$ cat src/rtl/seg_scan_driver_pkg.sv
// Shared display constants and helpers for the segment scan driver
// and the other display blocks.
package seg_scan_driver_pkg;

  localparam int SEG_A  = 7;
  localparam int SEG_B  = 6;
  localparam int SEG_C  = 5;
  localparam int SEG_D  = 4;
  localparam int SEG_E  = 3;
  localparam int SEG_F  = 2;
  localparam int SEG_G  = 1;
  localparam int SEG_DP = 0;

  localparam logic [7:0] SEG_BLANK = 8'h00;

  localparam int MAX_DIGITS = 8;

  // Callers truncate the result to their own digit count.
  function automatic logic [MAX_DIGITS-1:0] digit_onehot(
    input logic [2:0] idx
  );
    return MAX_DIGITS'(1) << idx;
  endfunction

endpackage

$ cat src/rtl/seg_scan_driver_slot_counter.sv
// Slot/digit counter for the segment scanner: walks cnt within a slot
// and idx across digits, and flags slot/frame starts and blanking.
module scan_slot_counter
  import seg_scan_driver_pkg::*;
#(
  parameter int NUM_DIGITS   = 6,
  parameter int SCAN_DIV     = 5000,
  parameter int BLANK_CYCLES = 250,
  parameter int CW = $clog2(SCAN_DIV),
  parameter int IW = (NUM_DIGITS > 1) ? $clog2(NUM_DIGITS) : 1
) (
  input  logic          CLK,
  input  logic          RST,
  input  logic          ENABLE,
  output logic [IW-1:0] idx,
  output logic          slot_start,
  output logic          frame_start,
  output logic          in_blank
);

  logic [CW-1:0] cnt;

  always_ff @(posedge CLK) begin
    if (RST || !ENABLE) begin
      cnt <= '0;
      idx <= '0;
    end else if (cnt == CW'(SCAN_DIV - 1)) begin
      cnt <= '0;
      if (idx == IW'(NUM_DIGITS - 1))
        idx <= '0;
      else
        idx <= idx + 1'b1;
    end else begin
      cnt <= cnt + 1'b1;
    end
  end

  assign slot_start  = (cnt == '0);
  assign frame_start = slot_start && (idx == '0);
  assign in_blank    = (cnt < CW'(BLANK_CYCLES));

endmodule

$ cat src/rtl/seg_scan_driver.sv
// Time-multiplexed 7-segment scanner: snapshots all digit patterns once
// per frame and lights one digit per slot after a blanking interval.
module seg_scan_driver
  import seg_scan_driver_pkg::*;
#(
  parameter int NUM_DIGITS   = 6,
  parameter int SCAN_DIV     = 5000,
  parameter int BLANK_CYCLES = 250
) (
  input  logic                    CLK,
  input  logic                    RST,
  input  logic                    ENABLE,
  input  logic [8*NUM_DIGITS-1:0] SEG_IN,
  output logic [7:0]              SEG_OUT,
  output logic [NUM_DIGITS-1:0]   DIGIT_SEL,
  output logic                    FRAME_TICK
);

  localparam int IW = (NUM_DIGITS > 1) ? $clog2(NUM_DIGITS) : 1;

  logic [IW-1:0]           idx;
  logic                    slot_start;
  logic                    frame_start;
  logic                    in_blank;
  logic                    take;
  logic [8*NUM_DIGITS-1:0] snap;

  scan_slot_counter #(
    .NUM_DIGITS   (NUM_DIGITS),
    .SCAN_DIV     (SCAN_DIV),
    .BLANK_CYCLES (BLANK_CYCLES)
  ) u_cnt (
    .CLK         (CLK),
    .RST         (RST),
    .ENABLE      (ENABLE),
    .idx         (idx),
    .slot_start  (slot_start),
    .frame_start (frame_start),
    .in_blank    (in_blank)
  );

  assign take = slot_start && frame_start;

  // The snapshot lands in slot 0's blank window, so no torn pattern shows.
  always_ff @(posedge CLK) begin
    if (RST) begin
      snap       <= '0;
      SEG_OUT    <= SEG_BLANK;
      DIGIT_SEL  <= '0;
      FRAME_TICK <= 1'b0;
    end else if (!ENABLE) begin
      SEG_OUT    <= SEG_BLANK;
      DIGIT_SEL  <= '0;
      FRAME_TICK <= 1'b0;
    end else begin
      FRAME_TICK <= take;
      if (take)
        snap <= SEG_IN;
      if (in_blank) begin
        SEG_OUT   <= SEG_BLANK;
        DIGIT_SEL <= '0;
      end else begin
        SEG_OUT   <= snap[{idx, 3'b000} +: 8];
        DIGIT_SEL <= NUM_DIGITS'(digit_onehot(3'(idx)));
      end
    end
  end

endmodule
$ cat config.mk
export PLATFORM = sky130hd
export DESIGN_NAME = seg_scan_driver
export DESIGN_NICKNAME = d
export VERILOG_FILES = /design/src/rtl/seg_scan_driver_pkg.sv /design/src/rtl/seg_scan_driver_slot_counter.sv /design/src/rtl/seg_scan_driver.sv
export SDC_FILE = /design/constraint.sdc
export NUM_CORES = 1
export LEC_CHECK = 0
export ABC_AREA = 1
export BUFFER_PORTS_ARGS = -buffer_cell sky130_fd_sc_hd__buf_4
export CAP_MARGIN = 10
export CORE_MARGIN = 5
export CORE_UTILIZATION = 45
export CTS_CLUSTER_SIZE = 12
export DETAILED_ROUTE_END_ITERATION = 7
export GPL_TIMING_DRIVEN = 0
export HOLD_SLACK_MARGIN = 0.06
export PLACE_DENSITY = 0.71
export SLEW_MARGIN = 0
export SYNTH_ARGS = -nofsm -noshare
export SYNTH_HDL_FRONTEND = slang
export SYNTH_HIERARCHICAL = 1
export SYNTH_SLANG_ARGS = --single-unit
export TNS_END_PERCENT = 20
$ cat constraint.sdc
create_clock -name CLK -period 2.3 [get_ports CLK]
set_clock_uncertainty 0.1 [all_clocks]
set_input_delay 0.23 -clock CLK [delete_from_list [all_inputs] [get_ports CLK]]
set_output_delay 0.23 -clock CLK [all_outputs]
set_load 0.01 [all_outputs]
==> impl_metrics.toml, run 1 <==
[global_routing]
grtUsageTotal_pct = 19.4
grt_pass1_wl_um = 15900
grt_pass1_vias = 3398
grt_max_degree = 15
grt_antenna_before_repair = 0
gr-total-overflow = 0

[drt]
drtIter0Drc = 119
viasPerCell = 4.92
drc = 0
num_vias = 3619
wl_per_cell_um = 13.7
ant_nets = 0
routed_wl_um = 10100
firstDrtPassIters = 5

[worst_setup_path]
end_kind = "flop"
setup.worst_path.start = "u_cnt/cnt[1]"
cp-start-kind = "flop"
cp_slowest_cell = "dfxtp_1"
arrival_ns = 2.09
r2r-start = "u_cnt/cnt[1]"
path_cells = "inv_1, ha_1, nand2_1, nor3_1, nand3_1, nor2_1, buf_4, nand3_4, buf_12, buf_12, o21bai_2, a21oi_2"
cpPeakStageDelay_ns = 0.33
path_class = "reg -> reg"
cp_common_cell = "buf_12"
crit_buf_inv = 4
path_max_fanout = 10
critPathTopFamily = "buffers and inverters"
required_ns = 2.46

[cts]
cts-resized-gates = 0
path_clk_slew_ns = 0.08
cts_made_buffers = 9
clkLatencyLatePin_ns = 0.36
cts-root-buf = "clkbuf_8"
clk_path_buf_depth = 2
cts_tree = "done"
postCtsHoldBufs = 42
cts_sinks = 79
post_cts_buffers = 0
cts_max_level = 3

[logic_synthesis]
synthArstFlopShare_pct = 0
syn-cell-area_sq_um = 3930
ys_top_cells_by_area = "dfxtp_1, nand2_1, a21oi_2"
seq_area_frac_synth_pct = 40.2
syn_nets = 557
ys_types = 26
yosys.area.top_type_share_pct = 40.2
synth_seq_cells = 79
syn_inst = 504
synth_edf_count = 0
yosys_warnings = 6
synth_area_leader_cell = "dfxtp_1"
synth_most_common_cell = "nand2_1"
synth_common_cells = "nand2_1, dfxtp_1, a21oi_2"
avgSynthCellArea_sq_um = 7.80
synthFlopType = "dfxtp_1"

[final_layout]
drive_above_1_share_pct = 32.7
syn2layout_area_growth_pct = 33.3
fin_nets = 675
fillers = 749
diodes = 0

[power]
power.internal_uw = 2500
p_switching_uw = 807
power.density_nw_per_um2 = 631
ir_worst_vdd_v = 0.000409
p_leak_uw = 0.00223
p_comb_share_pct = 14.4
swShare_pct = 24.4
p_seq_share_pct = 44.3
pwr-share-clk_pct = 41.4

[timing]
hold_viol = 0
slew_headroom_pct = 73.9
holdWs_ns = 0.0692
min_period_ns = 1.93
setup_viol = 0
tightest_slew_ns = 0.391
setup_tns_ns = 0
rsz0062_at_grt = "false"
maxSlewViolCount = 0
max_freq_mhz = 519
timing.final.crit_share_pct = 83.8

[placed_design]
hpwl_um = 7180
port_buffers = 65
gp_congestion = 0.856

[run]
maxCapViolations = 0

[die]
pin_count = 66
row_count = 34
die_w_um = 103
die-area_sq_um = 10700
core_sq_um = 8640
start_util_pct = 45.5
die_h_um = 103

[worst_hold_path]
min_path_type = "in -> reg"
worstHoldStart = "SEG_IN[1]"

[run_status]
status = "complete, no violations"
cells in the final DEF (no fill, tap or decap):
cell type / Yosys / final
nand3_2: 1 / 1
nand3_1: 21 / 21
buf_2: 16 / 16
inv_4: 1 / 1
inv_2: 6 / 6
inv_1: 37 / 37
nand4_1: 37 / 37
clkbuf_8: 0 / 9
nand3_4: 2 / 2
nand2_1: 131 / 131
a21oi_1: 12 / 12
ha_1: 2 / 2
o21bai_2: 1 / 1
bufinv_16: 0 / 4
buf_6: 4 / 4
nor2_4: 3 / 3
dlygate4sd3_1: 0 / 42
dfxtp_1: 79 / 79
buf_12: 4 / 4
a211oi_1: 1 / 1
o21ai_0: 3 / 3
inv_6: 0 / 1
nor3_1: 6 / 6
nor2_2: 3 / 3
xor2_1: 5 / 5
o21bai_1: 15 / 15
nor2_1: 31 / 31
nand2_2: 35 / 35
a21oi_2: 41 / 41
clkinvlp_4: 0 / 2
buf_4: 7 / 72
cell type report:
type	instances	area [sq um]	area share (%)
multi-input combinational	350	1930	36.7
sequential	79	1580	30.2
timing repair buffer	107	908	17.3
buffer	31	258	4.92
inverter	44	168	3.20
clock inverter	7	144	2.74
tap	108	135	2.58
clock buffer	9	124	2.36
logic make-up (layout without fill, tap and decap cells):
logic type	after synthesis	in the layout	share of synthesized area, %
buf+inv	75	198	10.8
fa+ha+maj	2	2	0.636
compound gates	73	73	14.4
xor+xnor	5	5	1.11
simple gates	270	270	32.8
flops	79	79	40.2
power groups by stage:
stage	Clock, uW	Combinational, uW	Sequential, uW
finish	1370	476	1470
detailed placement	0	414	1500
global placement	0	406	1490
global route	1440	519	1470
floorplan	0	285	1490
CTS	1390	473	1460
registers in the layout, indices dropped and copies added, names as in the netlist:
| name | count |
|---|---|
| u_cnt/idx | 3 |
| SEG_OUT | 8 |
| FRAME_TICK | 1 |
| snap | 48 |
| u_cnt/cnt | 13 |
| DIGIT_SEL | 6 |
per-layer routing:
layer,track usage [%],share of wire [%]
met5,0,0
met1,25.0,46
met2,32.5,48
met3,3.02,4.6
met4,7.67,1.4
final timing paths:
path	slack, ns	endpoint	cells past startpoint
max	0.37	snap[31]	12
min	0.07	snap[1]	3
max reg2reg	0.37	snap[31]	12
min reg2reg	0.35	snap[19]	2
worst register-to-register path, cell delays in order (launching register included):
cell	delay, ns
dfxtp_1	0.33
inv_1	0.08
ha_1	0.15
nand2_1	0.06
nor3_1	0.15
nand3_1	0.13
nor2_1	0.10
buf_4	0.17
nand3_4	0.10
buf_12	0.16
buf_12	0.15
o21bai_2	0.13
a21oi_2	0.04
stage by stage:
| step | setup WS, ns | instance area [sq um] | utilization, % | power, uW | std cells |
|---|---|---|---|---|---|
| 2_1_floorplan | 0.598 | 3930 | - | 1770 | 504 |
| 4_1_cts | 0.352 | 5240 | 60.7 | 3320 | 735 |
| 5_1_grt | 0.250 | 5240 | 60.7 | 3430 | 735 |
| 6_report | 0.373 | 5240 | 60.7 | 3310 | 735 |
| 3_5_place_dp | 0.377 | 4560 | 52.8 | 1910 | 677 |
| 3_3_place_gp | 0.398 | 4560 | 52.8 | 1900 | 677 |
Power figures use the tool's default switching activity.
==> run 2, diff against run 1 <==
==> constraint.sdc (replaced) <==
create_clock -name CLK -period 1.9 [get_ports CLK]
set_clock_uncertainty 0.1 [all_clocks]
set_input_delay 0.19 -clock CLK [delete_from_list [all_inputs] [get_ports CLK]]
set_output_delay 0.19 -clock CLK [all_outputs]
set_load 0.01 [all_outputs]
==> run 2 against run 1 <==
Critical path depth is the same; via count rose by 3.4%; sequential power increased by 20%; sequential cell count unchanged; final cell count up 1.8%; sequential share of layout area fell by 1.3 points; highest routed layer unchanged.
==> impl_metrics.toml, run 2 (synthesized netlist as in run 1, its figures left out) <==
[die]
pin_count = 66
die_h_um = 103
start_util_pct = 45.5
die-area_sq_um = 10700
row_count = 34
die_w_um = 103
core_sq_um = 8640

[timing]
slew_headroom_pct = 74.2
setup_tns_ns = 0
hold_viol = 0
tightest_slew_ns = 0.386
max_freq_mhz = 541
min_period_ns = 1.85
timing.final.crit_share_pct = 97.4
rsz0062_at_grt = "true"
setup_viol = 0
maxSlewViolCount = 0

[power]
p_switching_uw = 1010
pwr-share-clk_pct = 40.7
p_leak_uw = 0.00234
p_comb_share_pct = 15.8
power.internal_uw = 3080
p_seq_share_pct = 43.5
power.density_nw_per_um2 = 744
swShare_pct = 24.6
ir_worst_vdd_v = 0.000495

[cts]
clkLatencyLatePin_ns = 0.36
clk_path_buf_depth = 2
cts_tree = "done"
cts-root-buf = "clkbuf_8"
cts_max_level = 3
path_clk_slew_ns = 0.08
cts_sinks = 79
cts_made_buffers = 9

[global_routing]
gr-total-overflow = 0
grt_pass1_vias = 3460
grtUsageTotal_pct = 19.7
met2_usage_pct = 33.2
grt_pass1_wl_um = 16200
grt_antenna_before_repair = 0
grt.busiest_layer = "met2"
gr-usage-met3_pct = 3.02
grt_util_met1_pct = 25.2
grt_max_degree = 15

[worst_setup_path]
path_max_fanout = 10
worstRegToRegCells = 12
end_kind = "flop"
r2r-start = "u_cnt/cnt[0]"
r2r_setup_slack_ns = 0.05
required_ns = 2.04
arrival_ns = 1.99
path_cells = "inv_2, ha_4, nand2_2, nor3_2, nand3_1, nor2_1, buf_4, nand3_4, buf_12, buf_12, nand2_2, a21oi_2"
cp-start-kind = "flop"
cpPeakStageDelay_ns = 0.34
r2r_end = "snap[40]"
path_class = "reg -> reg"
cp_slowest_cell = "dfxtp_2"

[final_layout]
post-route-cell-area_sq_um = 5490
fin_nets = 688
multi_input_area_sq_um = 1990
reg.largest.list = "snap x48, u_cnt/cnt x13, SEG_OUT x8"
fillers = 723
top_register = "snap"
drive_above_1_share_pct = 35.2
layout_common_cells = "nand2_1, buf_4, dfxtp_1, dlygate4sd3_1, a21oi_2"
diodes = 0
largest_register_ff_count = 48
seqCellArea_sq_um = 1590
mostFrequentLayoutCell = "nand2_1"
syn2layout_area_growth_pct = 39.6
fin_util_pct = 63.6

[placed_design]
placed_cell_area_sq_um = 4560
port_buffers = 65
gp_congestion = 0.856
hpwl_um = 7180

[drt]
drc = 0
ant_nets = 0
firstDrtPassIters = 6
viasPerCell = 5.00
wl_per_cell_um = 14.1
routed_wl_um = 10500
drtIter0Drc = 93
num_vias = 3742

[worst_hold_path]
holdPathStages = 4
min_to = "u_cnt/idx[1]"
min_path_type = "in -> reg"
worstHoldStart = "RST"

[run_status]
status = "complete, no violations"

[run]
maxCapViolations = 0
==> run 2: what timing repair did <==
action,CTS,global route
pin swaps,1,3
hold endpoints to repair,48,0
cloned,0,3
hold buffers,48,0
endpoints found under the setup margin,8,49
setup buffers,1,4
resized for setup,1,20
==> run 2: critical path, delay by kind of cell, from the launching register on <==
kind	cells	cell delay (ns)
AO/OA/AOI/OAI	1	0.06
adder cells (fa/ha/maj)	1	0.13
buffers and inverters	4	0.56
flip-flops	1	0.34
AND/OR/NAND/NOR	6	0.55
==> run 2: metal layers <==
layer / up-vias / share of wire, %
met5: - / 0
met4: 0 / 1.9
met3: 18 / 4.5
met2: 94 / 49
met1: 1735 / 45
li1: 1895 / -
==> run 2: how the worst max path moves through the flow <==
stage | start | to | depth (start not counted)
after floorplan | u_cnt/cnt[0] | snap[31] | 12
after global placement | u_cnt/cnt[1] | snap[31] | 12
after detailed placement | u_cnt/cnt[1] | snap[31] | 12
after CTS | u_cnt/cnt[11] | snap[31] | 11
after global routing | u_cnt/cnt[0] | snap[21] | 11
final | u_cnt/cnt[0] | snap[40] | 12
==> run 2: final cells by class <==
type                            instances  share of cell area [%]
Timing Repair Buffer                  121                    19.7
Tap cell                              108                    2.46
Inverter                               44                    3.05
Multi-Input combinational cell        350                    36.3
Clock inverter                          7                    2.62
Sequential cell                        79                    28.9
Clock buffer                            9                    2.26
Buffer                                 30                    4.72
==> run 2: power groups by stage <==
stage / combinational [uW] / clock [uW] / sequential, uW
5_1_grt: 700 / 1740 / 1780
2_1_floorplan: 345 / 0 / 1800
4_1_cts: 584 / 1680 / 1770
6_report: 647 / 1660 / 1770
3_5_place_dp: 502 / 0 / 1810
3_3_place_gp: 492 / 0 / 1810
==> run 2: metrics by stage <==
step	total power, uW	std cells	setup WS, ns	hold WS, ns
final	4080	748	0.0500	0.0956
after floorplan	2150	504	0.198	0.249
after global routing	4220	748	-0.0652	0.124
after detailed placement	2310	677	-0.0225	0.345
after global placement	2300	677	-0.00220	0.344
after CTS	4030	742	0.00163	0.0887
==> run 3, diff against run 2 <==
--- a/config.mk
+++ b/config.mk
@@ -5,17 +5,16 @@
 export SDC_FILE = /design/constraint.sdc
 export NUM_CORES = 1
 export LEC_CHECK = 0
-export ABC_AREA = 1
 export BUFFER_PORTS_ARGS = -buffer_cell sky130_fd_sc_hd__buf_4
 export CAP_MARGIN = 10
 export CORE_MARGIN = 5
-export CORE_UTILIZATION = 45
+export CORE_UTILIZATION = 54
 export CTS_CLUSTER_SIZE = 12
 export DETAILED_ROUTE_END_ITERATION = 7
 export GPL_TIMING_DRIVEN = 0
 export HOLD_SLACK_MARGIN = 0.06
-export PLACE_DENSITY = 0.71
-export SLEW_MARGIN = 0
+export PLACE_DENSITY = 0.84
+export SLEW_MARGIN = 20
 export SYNTH_ARGS = -nofsm -noshare
 export SYNTH_HDL_FRONTEND = slang
 export SYNTH_HIERARCHICAL = 1
==> run 3 against run 2 <==
Count of clock-buffer cells in the layout is 5 higher; final cell count is 24% lower; via count is 15% lower; combinational power is 24% lower; the run now ends with negative setup slack left; synthesized area is 18% lower; wire length is 1.7% lower.
==> impl_metrics.toml, run 3 <==
[power]
power.density_nw_per_um2 = 731
power_uw = 3440
p_leak_uw = 0.00178
ir_worst_vdd_v = 0.000558

[final_layout]
post-route-cell-area_sq_um = 4710
final_cells = 565
reg.largest.list = "snap x48, u_cnt/cnt x13, SEG_OUT x8"
largest_register_ff_count = 48
fillers = 326
layout_common_cells = "nand2_1, buf_4, dfxtp_1, dlygate4sd3_1, a21oi_1"
syn2layout_area_growth_pct = 45.6
fin_util_pct = 80.0
diodes = 0
mostFrequentLayoutCell = "nand2_1"
drive_above_1_share_pct = 31.0
top_register = "snap"
fin_nets = 539

[global_routing]
grt_antenna_before_repair = 0
grt_max_degree = 12
gr-total-overflow = 0
grt_pass1_wl_um = 15700
grt_pass1_vias = 3243
grtUsageTotal_pct = 27.3

[logic_synthesis]
syn-cell-area_sq_um = 3230
ys_top_cells_by_area = "dfxtp_1, nand2_1, a21oi_1"
synth_area_leader_cell = "dfxtp_1"
yosys.area.top_type_share_pct = 48.9
seq_area_frac_synth_pct = 48.9
synth_edf_count = 0
ys_types = 40
synth_most_common_cell = "nand2_1"
synth_seq_cells = 79
yosys_warnings = 6
syn_nets = 408
syn_inst = 355
synthFlopType = "dfxtp_1"
avgSynthCellArea_sq_um = 9.10
synth_common_cells = "nand2_1, dfxtp_1, a21oi_1"
synthArstFlopShare_pct = 0

[placed_design]
port_buffers = 65
hpwl_um = 5980
placed_cell_area_sq_um = 3860
dp.cells = 495
gp_congestion = 0.916

[die]
core_sq_um = 5890
start_util_pct = 54.9
pin_count = 66
row_count = 28
die-area_sq_um = 7630
die_h_um = 87.4
die_w_um = 87.4

[timing]
min_period_ns = 2.33
slew_headroom_pct = 44.6
setup_tns_ns = -18.84
maxSlewViolCount = 0
tightest_slew_ns = 0.824
rsz0062_at_grt = "true"
finalWorstSetupSlack_ns = -0.429
max_freq_mhz = 429
setup_viol = 63
timing.final.crit_share_pct = 123
hold_viol = 0

[worst_setup_path]
cp-start-kind = "flop"
path_class = "reg -> reg"
end_kind = "flop"
r2r_setup_slack_ns = -0.43
arrival_ns = 2.47
required_ns = 2.04
path_max_fanout = 10

[cts]
cts_made_buffers = 9
cts_tree = "done"
cts-root-buf = "clkbuf_8"
path_clk_slew_ns = 0.07
cts_max_level = 3
clk_path_buf_depth = 2
clkLatencyLatePin_ns = 0.36
cts_sinks = 79

[drt]
drc = 0
num_vias = 3179
ant_nets = 0
firstDrtPassIters = 5
viasPerCell = 5.63
drtIter0Drc = 272
wl_per_cell_um = 18.3
routed_wl_um = 10400

[run_status]
status = "finished with violations"
violations = "negative setup slack"

[run]
maxCapViolations = 0

[worst_hold_path]
min_path_type = "in -> reg"
## run 3: repair_timing
| item | in CTS | in global routing |
|---|---|---|
| buffers inserted | 5 | 2 |
| resized for setup | 16 | 27 |
| hold buffers | 48 | 0 |
| setup endpoints to repair | 61 | 63 |
| hold endpoints to repair | 48 | 0 |
| pin swaps | 3 | 3 |
## run 3: worst paths after layout
kind              cells after the start      endpoint     startpoint
setup / recovery                      5  DIGIT_SEL[3]  u_cnt/cnt[12]
hold / removal                        3  u_cnt/idx[1]            RST
setup reg to reg                      5  DIGIT_SEL[3]  u_cnt/cnt[12]
hold reg to reg                       2      snap[45]       snap[45]
## run 3: layer usage
layer | vias up | part of all wire, % | track usage [%]
li1 | 1464 | - | -
met1 | 1496 | 36 | 29.7
met2 | 173 | 52 | 48.4
met3 | 46 | 6.4 | 5.87
met4 | 0 | 4.9 | 15.8
met5 | - | 0 | 0
## run 3: layout make-up
type	instances	area [sq um]	area share, %
Buffer	22	188	3.99
Multi-Input combinational cell	247	1610	34.1
Timing Repair Buffer	120	1020	21.8
Tap cell	75	93.8	1.99
Clock inverter	1	30.0	0.638
Sequential cell	79	1590	33.8
Inverter	7	27.5	0.585
Clock buffer	14	143	3.03
## run 3: kinds of logic (layout without fill, tap and decap cells)
family	count (synthesis)	count (layout)	share of synthesized area, %
muxes	17	17	8.36
buffers and inverters	29	164	4.72
and+or+nand+nor	158	158	24.2
adders and majority gates	2	2	0.774
DFF	79	79	48.9
AOI/OAI and AO/OA	59	59	10.1
xor gates and xnor gates	11	11	2.98
## run 3: power breakdown
part	switching [uW]	internal [uW]
combinational	228	264
sequential	44.2	1720
clock	577	604
## run 3: worst max-delay path, cell delays in order (launching register included)
cell and delay [ns]:
dfxtp_4 0.34, or3_4 0.40, nor4_1 0.70, or4b_4 0.30, clkinv_2 0.15, and3_1 0.23
## run 3: through the flow
| step | setup WS (ns) | hold slack, ns |
|---|---|---|
| global placement | -0.342 | 0.338 |
| global route | -0.537 | 0.145 |
| CTS | -0.253 | 0.140 |
| floorplan | -0.144 | 0.226 |
| detailed placement | -0.381 | 0.347 |
| finish | -0.429 | 0.136 |
